<file path="src/rtl/draw_rect_engine_if.sv">
// Request/pixel bus between a paint client and draw_rect_engine.
// The client drives the request fields and ready; the engine drives the pixel stream and status.
interface draw_rect_engine_if #(
  parameter int XW = 8,
  parameter int YW = 8,
  parameter int SW = 4,
  parameter int CW = 3
);
  logic          start;
  logic [XW-1:0] x0;
  logic [YW-1:0] y0;
  logic [SW-1:0] size_x;
  logic [SW-1:0] size_y;
  logic          mode;
  logic [CW-1:0] colour_in;
  logic          ready;
  logic [XW-1:0] out_x;
  logic [YW-1:0] out_y;
  logic [CW-1:0] out_colour;
  logic          plot;
  logic          busy;
  logic          done;

  modport master (
    output start, x0, y0, size_x, size_y, mode, colour_in, ready,
    input  out_x, out_y, out_colour, plot, busy, done
  );

  modport slave (
    input  start, x0, y0, size_x, size_y, mode, colour_in, ready,
    output out_x, out_y, out_colour, plot, busy, done
  );
endinterface

</file>
<file path="src/rtl/draw_rect_engine.sv">
// Rectangle rasteriser: latches a request, scans one position per cycle in raster order,
// clips to the screen, suppresses outline interiors, and holds on plot && !ready.
module draw_rect_engine #(
  parameter int XW       = 8,
  parameter int YW       = 8,
  parameter int SW       = 4,
  parameter int SCREEN_W = 160,
  parameter int SCREEN_H = 120,
  parameter int CW       = 3
) (
  input  logic              clk,
  input  logic              reset,
  draw_rect_engine_if.slave bus
);

  typedef enum logic [1:0] {IDLE, SCAN, DONE} state_t;

  localparam logic [XW:0] ScrW = (XW+1)'(SCREEN_W);
  localparam logic [YW:0] ScrH = (YW+1)'(SCREEN_H);

  state_t        state_q, state_d;
  logic [SW-1:0] dx_q, dx_d, dy_q, dy_d;
  logic [XW-1:0] x0_q, x0_d;
  logic [YW-1:0] y0_q, y0_d;
  logic [SW-1:0] sx_q, sx_d, sy_q, sy_d;
  logic          mode_q, mode_d;
  logic [CW-1:0] colour_q, colour_d;

  logic [XW:0] sum_x;
  logic [YW:0] sum_y;
  logic        clipped, interior, plot, advance, last_x, last_pos;

  // Sums carry one extra bit so positions past the coordinate range still clip.
  assign sum_x    = {1'b0, x0_q} + {{(XW+1-SW){1'b0}}, dx_q};
  assign sum_y    = {1'b0, y0_q} + {{(YW+1-SW){1'b0}}, dy_q};
  assign clipped  = (sum_x >= ScrW) || (sum_y >= ScrH);
  assign interior = !((dx_q == '0) || (dx_q == sx_q) || (dy_q == '0) || (dy_q == sy_q));
  assign plot     = (state_q == SCAN) && !clipped && !(mode_q && interior);
  assign advance  = (state_q == SCAN) && (!plot || bus.ready);
  assign last_x   = (dx_q == sx_q);
  assign last_pos = last_x && (dy_q == sy_q);

  assign bus.out_x      = sum_x[XW-1:0];
  assign bus.out_y      = sum_y[YW-1:0];
  assign bus.out_colour = colour_q;
  assign bus.plot       = plot;
  assign bus.busy       = (state_q != IDLE);
  assign bus.done       = (state_q == DONE);

  always_comb begin
    state_d  = state_q;
    dx_d     = dx_q;
    dy_d     = dy_q;
    x0_d     = x0_q;
    y0_d     = y0_q;
    sx_d     = sx_q;
    sy_d     = sy_q;
    mode_d   = mode_q;
    colour_d = colour_q;
    unique case (state_q)
      IDLE: begin
        if (bus.start) begin
          state_d  = SCAN;
          dx_d     = '0;
          dy_d     = '0;
          x0_d     = bus.x0;
          y0_d     = bus.y0;
          sx_d     = bus.size_x;
          sy_d     = bus.size_y;
          mode_d   = bus.mode;
          colour_d = bus.colour_in;
        end
      end
      SCAN: begin
        if (advance) begin
          if (last_pos) begin
            state_d = DONE;
          end else if (last_x) begin
            dx_d = '0;
            dy_d = dy_q + SW'(1);
          end else begin
            dx_d = dx_q + SW'(1);
          end
        end
      end
      DONE:    state_d = IDLE;
      default: state_d = IDLE;
    endcase
  end

  always_ff @(posedge clk) begin
    if (reset) begin
      state_q  <= IDLE;
      dx_q     <= '0;
      dy_q     <= '0;
      x0_q     <= '0;
      y0_q     <= '0;
      sx_q     <= '0;
      sy_q     <= '0;
      mode_q   <= 1'b0;
      colour_q <= '0;
    end else begin
      state_q  <= state_d;
      dx_q     <= dx_d;
      dy_q     <= dy_d;
      x0_q     <= x0_d;
      y0_q     <= y0_d;
      sx_q     <= sx_d;
      sy_q     <= sy_d;
      mode_q   <= mode_d;
      colour_q <= colour_d;
    end
  end

endmodule
</file>
<file path="src/flat_wrapper.sv">
// flat-port wrapper written by rule: the top's interface ports become plain ports
module draw_rect_engine_flat 
#(
  parameter int XW       = 8,
  parameter int YW       = 8,
  parameter int SW       = 4,
  parameter int SCREEN_W = 160,
  parameter int SCREEN_H = 120,
  parameter int CW       = 3
)
  (clk, reset, bus_start, bus_x0, bus_y0, bus_size_x, bus_size_y, bus_mode, bus_colour_in, bus_ready, bus_out_x, bus_out_y, bus_out_colour, bus_plot, bus_busy, bus_done);
  draw_rect_engine_if #(.XW(XW), .YW(YW), .SW(SW), .CW(CW)) bus_i ();
  input  logic clk;
  input  logic reset;
  input wire logic [$bits(bus_i.start)-1:0] bus_start;
  input wire logic [$bits(bus_i.x0)-1:0] bus_x0;
  input wire logic [$bits(bus_i.y0)-1:0] bus_y0;
  input wire logic [$bits(bus_i.size_x)-1:0] bus_size_x;
  input wire logic [$bits(bus_i.size_y)-1:0] bus_size_y;
  input wire logic [$bits(bus_i.mode)-1:0] bus_mode;
  input wire logic [$bits(bus_i.colour_in)-1:0] bus_colour_in;
  input wire logic [$bits(bus_i.ready)-1:0] bus_ready;
  output wire logic [$bits(bus_i.out_x)-1:0] bus_out_x;
  output wire logic [$bits(bus_i.out_y)-1:0] bus_out_y;
  output wire logic [$bits(bus_i.out_colour)-1:0] bus_out_colour;
  output wire logic [$bits(bus_i.plot)-1:0] bus_plot;
  output wire logic [$bits(bus_i.busy)-1:0] bus_busy;
  output wire logic [$bits(bus_i.done)-1:0] bus_done;
  assign bus_i.start = bus_start;
  assign bus_i.x0 = bus_x0;
  assign bus_i.y0 = bus_y0;
  assign bus_i.size_x = bus_size_x;
  assign bus_i.size_y = bus_size_y;
  assign bus_i.mode = bus_mode;
  assign bus_i.colour_in = bus_colour_in;
  assign bus_i.ready = bus_ready;
  assign bus_out_x = bus_i.out_x;
  assign bus_out_y = bus_i.out_y;
  assign bus_out_colour = bus_i.out_colour;
  assign bus_plot = bus_i.plot;
  assign bus_busy = bus_i.busy;
  assign bus_done = bus_i.done;
  draw_rect_engine #(.XW(XW), .YW(YW), .SW(SW), .SCREEN_W(SCREEN_W), .SCREEN_H(SCREEN_H), .CW(CW)) u_core (.clk(clk), .reset(reset), .bus(bus_i));
endmodule
</file>
<file path="config.mk">
export PLATFORM = sky130hd
export DESIGN_NAME = draw_rect_engine_flat
export DESIGN_NICKNAME = d
export VERILOG_FILES = /design/src/rtl/draw_rect_engine_if.sv /design/src/rtl/draw_rect_engine.sv /design/src/flat_wrapper.sv
export SDC_FILE = /design/constraint.sdc
export NUM_CORES = 1
export LEC_CHECK = 0
export CELL_PAD_IN_SITES_DETAIL_PLACEMENT = 1
export CELL_PAD_IN_SITES_GLOBAL_PLACEMENT = 1
export CORE_UTILIZATION = 36
export DETAILED_ROUTE_END_ITERATION = 10
export PLACE_DENSITY = 0.86
export SLEW_MARGIN = 20
export SYNTH_ARGS = -nofsm -noshare
export SYNTH_HDL_FRONTEND = slang
export SYNTH_SLANG_ARGS = --single-unit
</file>
<file path="constraint.sdc">
create_clock -name clk -period 2.9 [get_ports clk]
set_input_delay 0.435 -clock clk [delete_from_list [all_inputs] [get_ports clk]]
set_output_delay 0.435 -clock clk [all_outputs]
set_load 0.05 [all_outputs]
</file>
After elaboration in Yosys (flattened, before gate mapping)
Cells that the tools add are included.
{"block": "totals", "reg_bits": 38, "out_inout_bits": 22, "elab_cells": 60}
{"block": "op_classes", "add_sub_neg": 4, "magnitude_cmp": 2, "eq_ne": 9, "n_mux": 13, "n_reduce_logical": 23}
{"op": "4-bit 2-to-1 mux", "count": 7}
{"op": "8-bit by 4-bit adder with 9-bit output", "count": 2}
{"op": "4-bit one-hot mux with 2 select lines", "count": 2}
{"op": "9-bit by 7-bit greater-or-equal comparator with 1-bit output (second input constant)", "count": 1}
{"op": "9-bit by 8-bit greater-or-equal comparator with 1-bit output (second input constant)", "count": 1}
{"op": "4-bit by 1-bit adder with 4-bit output (second input constant)", "count": 2}
{"op": "4-bit equality test", "count": 2}
{"op": "4-bit logical NOT", "count": 2}
{"op": "2-bit 2-to-1 mux", "count": 3}
{"op": "2-bit by 1-bit inequality test with 1-bit output (second input constant)", "count": 3}
{"op": "1-bit logical AND", "count": 5}
{"op": "1-bit logical OR", "count": 5}
{"op": "5-bit AND reduction", "count": 1}
{"op": "1-bit logical NOT", "count": 4}
{"op": "2-bit inequality test (second input constant)", "count": 2}
{"op": "2-bit one-hot mux with 2 select lines", "count": 1}
{"op": "4-bit AND reduction", "count": 1}
{"op": "2-bit nonzero test", "count": 2}
{"op": "3-bit AND reduction", "count": 1}
{"op": "2-bit by 1-bit equality test with 1-bit output (second input constant)", "count": 1}
{"op": "2-bit equality test (second input constant)", "count": 1}
{"op": "2-bit logical NOT", "count": 1}
{"op": "2-bit AND reduction", "count": 1}

Longest topological paths before layout
Gate-level depths: netlist of run 1.
{"block": "depth", "ltp_word": 13, "ltp_mapped": 11}

Worst setup path before layout of run 1
Ideal clock, no wire load.
{"block": "synth_timing", "kind": "reg-to-reg", "from": "reg u_core.dy_q[0]", "to": "reg u_core.state_q[1]", "setup_time_ps": 114, "t_arrival_ps": 2791, "setup_slack_ps": -5, "path_stages_with_launch": 11, "path_buffers": 0, "synth_period_minus_slack_ps": 2905, "cell_sequence": "dfxtp_1 -> ha_1 -> inv_1 -> fa_1 -> nand2b_1 -> a21oi_1 -> xnor2_1 -> nand4_1 -> nand4_2 -> inv_2 -> a2111oi_0"}
{"block": "synth_via", "word_cells_on_any_way": 20, "classes_between": "1 x add/sub; 1 x order compare; 3 x eq/ne; 15 x reduce/logical"}
{"element": "start, declared", "line": "draw_rect_engine.sv:22", "source": "logic [SW-1:0] dx_q, dx_d, dy_q, dy_d;"}
{"element": "start signal, assigned", "line": "draw_rect_engine.sv:105", "source": "dy_q <= dy_d;"}
{"element": "8-bit by 4-bit adder with 9-bit output", "line": "draw_rect_engine.sv:35", "source": "assign sum_y = {1'b0, y0_q} + {{(YW+1-SW){1'b0}}, dy_q};"}
{"element": "named net bus_out_y[4]", "line": "flat_wrapper.sv:24", "source": "output wire logic [$bits(bus_i.out_y)-1:0] bus_out_y;"}
{"element": "9-bit by 7-bit greater-or-equal comparator with 1-bit output", "line": "draw_rect_engine.sv:36", "source": "assign clipped = (sum_x >= ScrW) || (sum_y >= ScrH);"}
{"element": "1-bit logical OR", "line": "draw_rect_engine.sv:36"}
{"element": "1-bit logical NOT", "line": "draw_rect_engine.sv:38", "source": "assign plot = (state_q == SCAN) && !clipped && !(mode_q && interior);"}
{"element": "1-bit logical AND (2 in series)", "line": "draw_rect_engine.sv:38"}
{"element": "named net bus_plot", "line": "flat_wrapper.sv:26", "source": "output wire logic [$bits(bus_i.plot)-1:0] bus_plot;"}
{"element": "1-bit logical NOT", "line": "draw_rect_engine.sv:39", "source": "assign advance = (state_q == SCAN) && (!plot || bus.ready);"}
{"element": "1-bit logical OR", "line": "draw_rect_engine.sv:39"}
{"element": "1-bit logical AND", "line": "draw_rect_engine.sv:39"}
{"element": "2-bit by 1-bit inequality test with 1-bit output (no source line)"}
{"element": "3-bit AND reduction (no source line)"}
{"element": "end signal, assigned", "line": "draw_rect_engine.sv:103", "source": "state_q <= state_d;"}
{"element": "end, declared", "line": "draw_rect_engine.sv:21", "source": "state_t state_q, state_d;"}
The timed path passes the listed nets, and every way through them passes these cells.
A chain may end at the register's enable or synchronous reset.

Worst setup path after layout of run 1
{"block": "layout_timing", "from": "reg u_core.y0_q[1]", "to": "out bus_plot"}
{"block": "layout_via", "elab_chain_cells": 6}
{"element": "start, declared", "line": "draw_rect_engine.sv:24", "source": "logic [YW-1:0] y0_q, y0_d;"}
{"element": "start signal, assigned", "line": "draw_rect_engine.sv:107", "source": "y0_q <= y0_d;"}
{"element": "8-bit by 4-bit adder with 9-bit output", "line": "draw_rect_engine.sv:35"}
{"element": "9-bit by 7-bit greater-or-equal comparator with 1-bit output", "line": "draw_rect_engine.sv:36"}
{"element": "1-bit logical OR", "line": "draw_rect_engine.sv:36"}
{"element": "1-bit logical NOT", "line": "draw_rect_engine.sv:38"}
{"element": "1-bit logical AND (2 in series)", "line": "draw_rect_engine.sv:38"}
{"element": "end, declared", "line": "flat_wrapper.sv:26"}
No other way between the ends.

==> results of run 1 <==
==> routing by layer <==
metal	vias up	track usage, %	routed length [µm]
met1	1103	24.9	2940
met4	0	7.86	141
met2	35	41.9	3820
li1	1090	-	-
met5	-	0	0
met3	13	3.60	162
==> cell type report <==
class | instances | share of cell area (%)
clock buffer | 5 | 2.21
timing repair buffer | 63 | 20.7
tap | 75 | 3.01
sequential | 38 | 24.7
clock inverter | 3 | 1.45
multi-input combinational | 220 | 45.4
inverter | 20 | 2.49
==> worst paths after layout <==
check             slack, ns                       end
hold reg to reg        0.47  u_core.bus.out_colour[0]
setup / recovery       0.02                  bus_plot
hold / removal         0.47  u_core.bus.out_colour[0]
setup reg to reg       0.09            u_core.dx_q[1]
==> state kept, by name (all words and copies together), names as in the netlist <==
signal	count
u_core.x0_q	8
u_core.y0_q	8
u_core.dx_q	4
u_core.dy_q	4
u_core.sx_q	4
u_core.sy_q	4
u_core.bus.out_colour	3
u_core.state_q	2
u_core.mode_q	1
==> synthesized netlist by cell type, drive strengths merged (4+ instances only) <==
| cell | instances |
|---|---|
| clkbuf | 10 |
| o21ai | 6 |
| xor2 | 10 |
| dfxtp | 38 |
| or3b | 4 |
| inv | 20 |
| nand3 | 8 |
| nor2 | 14 |
| ha | 12 |
| xnor2 | 10 |
| nand2b | 5 |
| a21oi | 41 |
| nand2 | 65 |
| and3 | 4 |
==> timing repair <==
item,4_1_cts,5_1_grt
buffers inserted,2,1
pin swaps,1,4
resized for setup,9,10
endpoints found under the setup margin,6,3
==> critical path, stage by stage, from the launching register on <==
cell and delay [ns]:
dfxtp_1 0.33, ha_1 0.36, a211oi_1 0.47, nor3b_1 0.15, o21a_1 0.23, o2bb2ai_1 0.17, nand4_2 0.17, inv_4 0.12
buf_12 0.13
==> stage by stage <==
stage               instances  total power (W)  setup WS [ns]  setup TNS [ns]  utilization [%]
floorplan                 291         0.000933         0.0716               0                -
global placement          413          0.00112          0.295               0             49.0
detailed placement        413          0.00113          0.136               0             49.0
CTS                       423          0.00160       -0.00735        -0.00735             51.5
global route              424          0.00168        -0.0488         -0.0742             52.3
finish                    424          0.00161         0.0204               0             52.3
==> logic make-up (layout without fill, tap and decap cells) <==
| family | after synthesis | in the layout | synth area share, % |
|---|---|---|---|
| buffers and inverters | 33 | 91 | 5.57 |
| muxes | 4 | 4 | 1.84 |
| AOI/OAI and AO/OA | 63 | 63 | 16.5 |
| adders and majority gates | 14 | 14 | 8.47 |
| xor gates and xnor gates | 20 | 20 | 7.80 |
| DFF | 38 | 38 | 33.9 |
| and+or+nand+nor | 119 | 119 | 26.0 |
==> report_power, final <==
part | internal (W) | switching (W)
Clock | 0.000256 | 0.000207
Combinational | 0.000216 | 0.000328
Sequential | 0.000562 | 0.0000392
Total | 0.00103 | 0.000574
==> impl_metrics.yaml, run 1 <==
critical_path:
  crit_path_max_fanout: 3
  endpoint_kind: "primary output"
  path_class: "reg -> out"
  critical_path.startpoint: "u_core.y0_q[1]"
  required_ns: 2.47
  cp.arrival_ns: 2.44
  rr_startpoint: "u_core.y0_q[1]"
  reg2reg_depth: 11
  start_kind: "flip-flop"
detailed_routing:
  ant_nets: 0
  wl_um: 7070
  detailroute.via_count: 2241
  dr.pass1.iters: 4
  drt_iter0_markers: 101
  wl_per_cell_um: 16.7
  vias_per_cell: 5.29
  drc: 0
cts:
  numCtsBuffers: 5
  htreeDepth: 2
  cts_hold_buf: 0
  cts_tree: "yes"
  clock_path_buffers: 2
  ctsRootBufferMaster: "clkbuf_8"
  cts.sinks: 38
  clock_latency_ns: 0.30
  clk_pin_slew_ns: 0.08
floorplan:
  die_h_um: 81.0
  dieArea_um2: 6560
  start_util_pct: 37.7
  rows: 28
  core_area_um2: 5960
  die_w_um: 81.0
  ios: 54
global_routing:
  grt_pass1_wl_um: 11000
  first_global_vias: 2327
  grt_max_degree: 29
  antenna_found_initial: 0
  grtUsageTotal_pct: 22.2
  grt_overflow: 0
sta:
  fin_crit_sh_pct: 99.3
  final_max_slew_viol_count: 0
  setup_viol: 0
  max_freq_mhz: 347
  clock_skew_ns: 0.00684
  holdWs_ns: 0.465
  fin_crit_ns: 2.88
  timing.slew.headroom_pct: 34.1
  hold_viol: 0
  worst_slew_pin_slew_ns: 0.986
status:
  status: "complete, no violations"
job:
  cap_violations: 0
yosys:
  syn_area_um2: 2250
  post_synth.cell_area_avg_um2: 7.72
  netlist_top_cells_area: "dfxtp_1 (34%), nand2_1 (11%), a21oi_1 (9.1%), ha_1 (6.7%), xnor2_1 (3.9%)"
  synth_flop_cell: "dfxtp_1"
  yosys_warnings: 0
  ys_types: 46
  netlist_instances: 291
  yosysTopAreaCell: "dfxtp_1"
  synthesis.nets: 337
  synthArstFlopShare_pct: 0
  synth_edf_count: 0
  yosys_register_bits: 38
  yosys.area.top_type_share_pct: 33.9
  synth-seq-area-share_pct: 33.9
power_and_ir_drop:
  peakVddDrop_uv: 282
  powerDensity_nw_per_um2: 516
  p_leak_nw: 1.27
final_layout:
  syn_to_final_growth_pct: 38.7
  register_area_um2: 769
  final_area_um2: 3110
  drive_gt1_share_pct: 13.2
  final_nets: 394
  nFillCells: 733
  n_antenna_cell: 0
  most-common-layout-cells: "nand2_1 (65), clkdlybuf4s50_1 (41), a21oi_1 (40)"
  multi_input_area_um2: 1410
  final_common_cell: "nand2_1"
placement:
  dpl_cell_area_um2: 2920
  gp_congestion: 0.873
  port_buffers: 53
  hpwlAfterDp_um: 4790
worst_hold_path:
  hold_depth: 2
  hp-start: "u_core.bus.out_colour[0]"
  hold_class: "reg -> reg"
Power figures use the tool's default switching activity.
==> run 2: changes to the inputs <==
--- a/config.mk
+++ b/config.mk
@@ -8,6 +8,7 @@
 export CELL_PAD_IN_SITES_DETAIL_PLACEMENT = 1
 export CELL_PAD_IN_SITES_GLOBAL_PLACEMENT = 1
 export CORE_UTILIZATION = 36
+export CTS_CLUSTER_SIZE = 40
 export DETAILED_ROUTE_END_ITERATION = 10
 export PLACE_DENSITY = 0.86
 export SLEW_MARGIN = 20
==> results of run 2 <==
Same layout as run 1: the final DEF is identical, and so are final timing and power.
